==> config.mk <==
export PLATFORM = sky130hd
export DESIGN_NAME = pong_game_ctrl
export DESIGN_NICKNAME = d
export VERILOG_FILES = /design/src/rtl/pong_game_ctrl.sv
export SDC_FILE = /design/constraint.sdc
export NUM_CORES = 1
export LEC_CHECK = 0
export ABC_CLOCK_PERIOD_IN_PS = 1800
export CAP_MARGIN = 20
export CORE_ASPECT_RATIO = 0.8
export CORE_MARGIN = 4
export CORE_UTILIZATION = 46
export CTS_CLUSTER_SIZE = 16
export DETAILED_ROUTE_END_ITERATION = 7
export GPL_ROUTABILITY_DRIVEN = 0
export PLACE_DENSITY = 0.81
export SLEW_MARGIN = 20
export SYNTH_ARGS = -nofsm -noshare
export SYNTH_HDL_FRONTEND = slang
export SYNTH_SLANG_ARGS = --single-unit
==> constraint.sdc <==
create_clock -name clk -period 1.8 [get_ports clk]
set_input_delay 0.54 -clock clk [delete_from_list [all_inputs] [get_ports clk]]
set_output_delay 0.54 -clock clk [all_outputs]
set_load 0.005 [all_outputs]
==> src/rtl/pong_game_ctrl.sv <==
// Pong game-flow controller: sequences new-game/serve/play/game-over phases,
// keeps the BCD score and ball count, and gates the ball/paddle graphics.
module pong_game_ctrl #(
    parameter int unsigned BALLS        = 3,
    parameter int unsigned PAUSE_FRAMES = 120
) (
    input  logic       clk,
    input  logic       rst,
    input  logic       refr_tick,
    input  logic [1:0] btn,
    input  logic       hit,
    input  logic       miss,
    output logic       gra_still,
    output logic       ball_reset,
    output logic [7:0] score,
    output logic [1:0] balls_left,
    output logic [1:0] game_state,
    output logic       game_over
);

    localparam int unsigned TIMER_W = 8;
    localparam int unsigned SCORE_W = 8;
    localparam int unsigned BALLS_W = 2;

    typedef enum logic [1:0] {
        S_NEWGAME = 2'b00,
        S_PLAY    = 2'b01,
        S_NEWBALL = 2'b10,
        S_OVER    = 2'b11
    } state_t;

    state_t               state_q;
    state_t               state_d;
    logic [1:0]           btn_q;
    logic [TIMER_W-1:0]   timer_q;
    logic                 press_c;
    logic                 timer_done_c;

    logic                 gra_still_d;
    logic                 ball_reset_d;
    logic                 game_over_d;
    logic                 enter_pause_c;
    logic                 new_game_c;
    logic [SCORE_W-1:0]   score_d;
    logic [BALLS_W-1:0]   balls_d;

    // Rising edge of "any button down"; a held button never re-triggers.
    assign press_c      = (|btn) & ~(|btn_q);
    assign timer_done_c = (timer_q == '0);
    assign game_state   = state_q;

    // State and registered flow outputs
    always_ff @(posedge clk or negedge rst) begin
        if (!rst) begin
            state_q    <= S_NEWGAME;
            gra_still  <= 1'b1;
            ball_reset <= 1'b0;
            game_over  <= 1'b0;
        end else begin
            state_q    <= state_d;
            gra_still  <= gra_still_d;
            ball_reset <= ball_reset_d;
            game_over  <= game_over_d;
        end
    end

    // Next-state logic
    always_comb begin
        state_d = state_q;
        unique case (state_q)
            S_NEWGAME: if (press_c) state_d = S_PLAY;
            S_PLAY:    if (miss) state_d = (balls_left == BALLS_W'(1)) ? S_OVER : S_NEWBALL;
            S_NEWBALL: if (timer_done_c && press_c) state_d = S_PLAY;
            S_OVER:    if (timer_done_c) state_d = S_NEWGAME;
            default:   state_d = S_NEWGAME;
        endcase
    end

    // Output and datapath next values, all derived from the transition
    always_comb begin
        gra_still_d   = (state_d != S_PLAY);
        ball_reset_d  = (state_d == S_PLAY) && (state_q != S_PLAY);
        game_over_d   = (state_d == S_OVER);
        enter_pause_c = ((state_d == S_NEWBALL) || (state_d == S_OVER)) && (state_d != state_q);
        new_game_c    = (state_d == S_NEWGAME) && (state_q == S_OVER);

        score_d = score;
        if (new_game_c) begin
            score_d = '0;
        end else if ((state_q == S_PLAY) && hit && !miss && (score != 8'h99)) begin
            // BCD increment; 99 is excluded above so the tens digit never wraps
            if (score[3:0] == 4'd9) score_d = {score[7:4] + 4'd1, 4'd0};
            else                    score_d = {score[7:4], score[3:0] + 4'd1};
        end

        balls_d = balls_left;
        if (new_game_c) begin
            balls_d = BALLS_W'(BALLS);
        end else if ((state_q == S_PLAY) && miss && (balls_left != '0)) begin
            balls_d = balls_left - BALLS_W'(1);
        end
    end

    // Button history, pause timer, score and ball count
    always_ff @(posedge clk or negedge rst) begin
        if (!rst) begin
            btn_q      <= '0;
            timer_q    <= '0;
            score      <= '0;
            balls_left <= BALLS_W'(BALLS);
        end else begin
            btn_q      <= btn;
            score      <= score_d;
            balls_left <= balls_d;
            // A load on pause entry takes precedence over a coincident tick
            if (enter_pause_c)                   timer_q <= TIMER_W'(PAUSE_FRAMES);
            else if (refr_tick && !timer_done_c) timer_q <= timer_q - TIMER_W'(1);
        end
    end

endmodule

==> qor.txt <==
CTS sink cnt -> 25
Layout Utilization -> 72.75%
Final worst path period share -> 98.84%
Total of max-cap violations -> 0
Input/output buffers -> 21
Worst Setup End Kind -> flop
Routed WL per cell -> 13.73 µm
First-pass GRT wire length -> 4892 µm
Clock period minus worst slack -> 1.779 ns
Leak Pwr -> 0.0008933 µW
Sequential element share of the synthesized area -> 49.03%
Largest net degree at the start of global routing -> 26
Synth top cells by count -> 22 x dfrtp_1, 12 x nand2_1, 10 x nor2_1
Die area -> 3705 µm²
Hold Fails Final Rpt -> 0
Vias in the first global route -> 1124
Antenna Nets Post-Route -> 0
RSZ-0062 raised after global routing -> yes
Slew Viols, Final -> 0
Clock skew -> 0.01163 ns
Clk buf depth -> 2
I/O pins -> 22
Mux cell area share after synthesis -> 0%
H-Tree Level Count -> 1
Clock Tree Root -> clkbuf_4
Area growth syn-to-layout -> 45.22%
Syn_area_per_cell -> 10.11 µm²
Post-synthesis xor/xnor area fraction -> 6.140%
Total power -> 2057 µW
Grt ovf -> 0
Crit Path Class -> flop to flop
Final WL -> 3006 µm
Hpwl dp -> 2161 µm
Area leader, netlist -> dfrtp_1
CTS Buf Count -> 3
Yosys Warn Count -> 0
Synthesized cell area -> 1284 µm²
Clk pin slew, worst setup/hold paths -> 0.14 ns
Area share of and/or/nand/nor cells after synthesis -> 22.81%
Ant diodes -> 0
CP Cell Sequence -> inv_2 > ha_4 > or3b_4 > or3_4 > and2_4 > a21o_1
Top cell type's share of synthesized area -> 42.88%
Worst slew pin tran -> 0.3992 ns
TritonRoute pass-1 iters -> 4
Initial core utilization -> 50.10%
Final setup vio count -> 0
Slowest CP cell -> dfrtp_1
Outcome -> complete, no violations
CTS tree -> yes
Leading cell type by number of instances after synthesis -> dfrtp_1
Layout cells sized above 1 -> 28.42%
Crit-path max FO -> 4
CP Launch Type -> flop
Arr. time, crit path -> 2.01 ns
Hold-fix buffers, CTS -> 0
Synth Flop Type -> dfrtp_1
Vias per cell -> 5.402
Std-Cell Core Area -> 2562 µm²
Worst path bufs/invs -> 1
Hold Path Class -> input port to async pin
Compound-Gate Fraction of Synth Area -> 12.87%
Worst Path Required -> 2.03 ns
Initial DRC count -> 49
Adder-cell share of the synthesized area -> 6.823%
Worst path max stage delay -> 0.41 ns
Chip Width -> 67.06 µm
FFs w/ async S/R, synth -> 100.0%
Routed vias -> 1183
Slew HR -> 73.32%
Area contributors post-synth -> dfrtp_1 43%, ha_1 6.8%, dfstp_2 6.1%
Pwr dens -> 1103 nW/µm²
# rows -> 16
Synth unique cells -> 37
Die extent in y -> 55.25 µm
Nets -> 198
Peak supply drop -> 0.7669 mV
Initial antenna violation count -> 0
Reg2reg setup slack -> 0.02 ns
Fmax achieved -> 562.1 MHz
Syn nets -> 141
DRC viols -> 0
Worst-Skew Late Latency -> 0.32 ns
Cell count after synthesis -> 127
FF+latch count, synth -> 25
Post-synth EDFFs -> 0
Top Family by Delay on Critical Path -> simple AND/OR/NAND/NOR gates
Largest family of logic cells by synthesized area -> simple AND/OR/NAND/NOR gates
Total track usage -> 16.82%
area by class of cell:
class	count	area [µm²]
clock buffer	3	22.52
timing repair buffer	52	451.7
fill	199	698.2
clock inverter	1	5.005
sequential	25	629.4
multi-input combinational	94	680.7
inverter	8	30.03
tap	36	45.04
worst reg2reg max path, delay by kind of cell, from the launching register on:
family | cells | cell delay [ns]
adders and majority gates | 1 | 0.13
buffers and inverters | 1 | 0.09
DFF | 1 | 0.41
and+or+nand+nor | 3 | 0.94
AOI/OAI and AO/OA | 1 | 0.14
placed cells by master, fill, tap and decap left out, types with 2 or more instances in the layout:
master / instances
clkbuf_4: 3
ha_1: 6
xnor2_1: 4
a21oi_1: 7
clkdlybuf4s50_1: 13
dlymetal6s2s_1: 5
or3_1: 3
inv_1: 7
nand4_1: 2
nand2_1: 11
dfstp_2: 3
buf_4: 31
dfrtp_1: 22
nor2_1: 10
nand3_1: 6
dlygate4sd2_1: 3
nand2b_1: 3
nand3b_1: 4
o21ai_0: 7
xor2_1: 5
layer usage:
| layer | vias to the layer above | share of wire (%) | GRT usage (%) |
|---|---|---|---|
| met2 | 41 | 50 | 27.03 |
| met4 | 0 | 1.2 | 4.335 |
| li1 | 571 | - | - |
| met5 | - | 0 | 0 |
| met1 | 565 | 43 | 22.69 |
| met3 | 6 | 5.8 | 3.854 |
power by group:
part,switching (µW),internal [µW],total [µW]
sequential,115,730,845
combinational,436,527,963
clock,166,83.2,249
total,716,1340,2060
registers in the layout, summed over array words and instances (netlist names):
| name | flops |
|---|---|
| score | 8 |
| timer_q | 8 |
| balls_left | 2 |
| btn_q | 2 |
| game_state | 2 |
| ball_reset | 1 |
| game_over | 1 |
| gra_still | 1 |
stage by stage:
| step | area [µm²] | setup WS, ns | hold slack, ns | TNS, ns | instances |
|---|---|---|---|---|---|
| 2_1_floorplan | 1295 | -0.003254 | 0.2444 | -0.003254 | 127 |
| 3_3_place_gp | 1670 | -0.2510 | 0.5196 | -1.718 | 200 |
| 3_5_place_dp | 1670 | -0.2659 | 0.5312 | -1.920 | 200 |
| 4_1_cts | 1798 | 0.005623 | 0.5782 | 0 | 216 |
| 5_1_grt | 1864 | -0.04311 | 0.5792 | -0.1136 | 219 |
| 6_report | 1864 | 0.02084 | 0.5576 | 0 | 219 |
worst paths after layout:
| path | start | end | cells past startpoint |
|---|---|---|---|
| max in group asynchronous | rst | gra_still | 2 |
| max | timer_q[0] | score[6] | 6 |
| min | rst | timer_q[4] | 2 |
| max reg2reg | timer_q[0] | score[6] | 6 |
| min reg2reg | btn_q[0] | ball_reset | 2 |
| min in group clk | btn_q[0] | ball_reset | 2 |
timing repair:
action,4_1_cts,5_1_grt
endpoints found under the hold margin,0,0
gates resized for setup,6,12
setup buffers,12,3
endpoints found under the setup margin,14,12
pin swaps,2,2
kinds of logic (layout without fill, tap and decap cells):
logic type                 count (synthesis)  after routing
xor gates and xnor gates                   9              9
buffers and inverters                      8             64
DFF                                       25             25
and+or+nand+nor                           52             52
AOI/OAI and AO/OA                         26             26
adders and majority gates                  7              7
(Power assumes the default switching activity.)
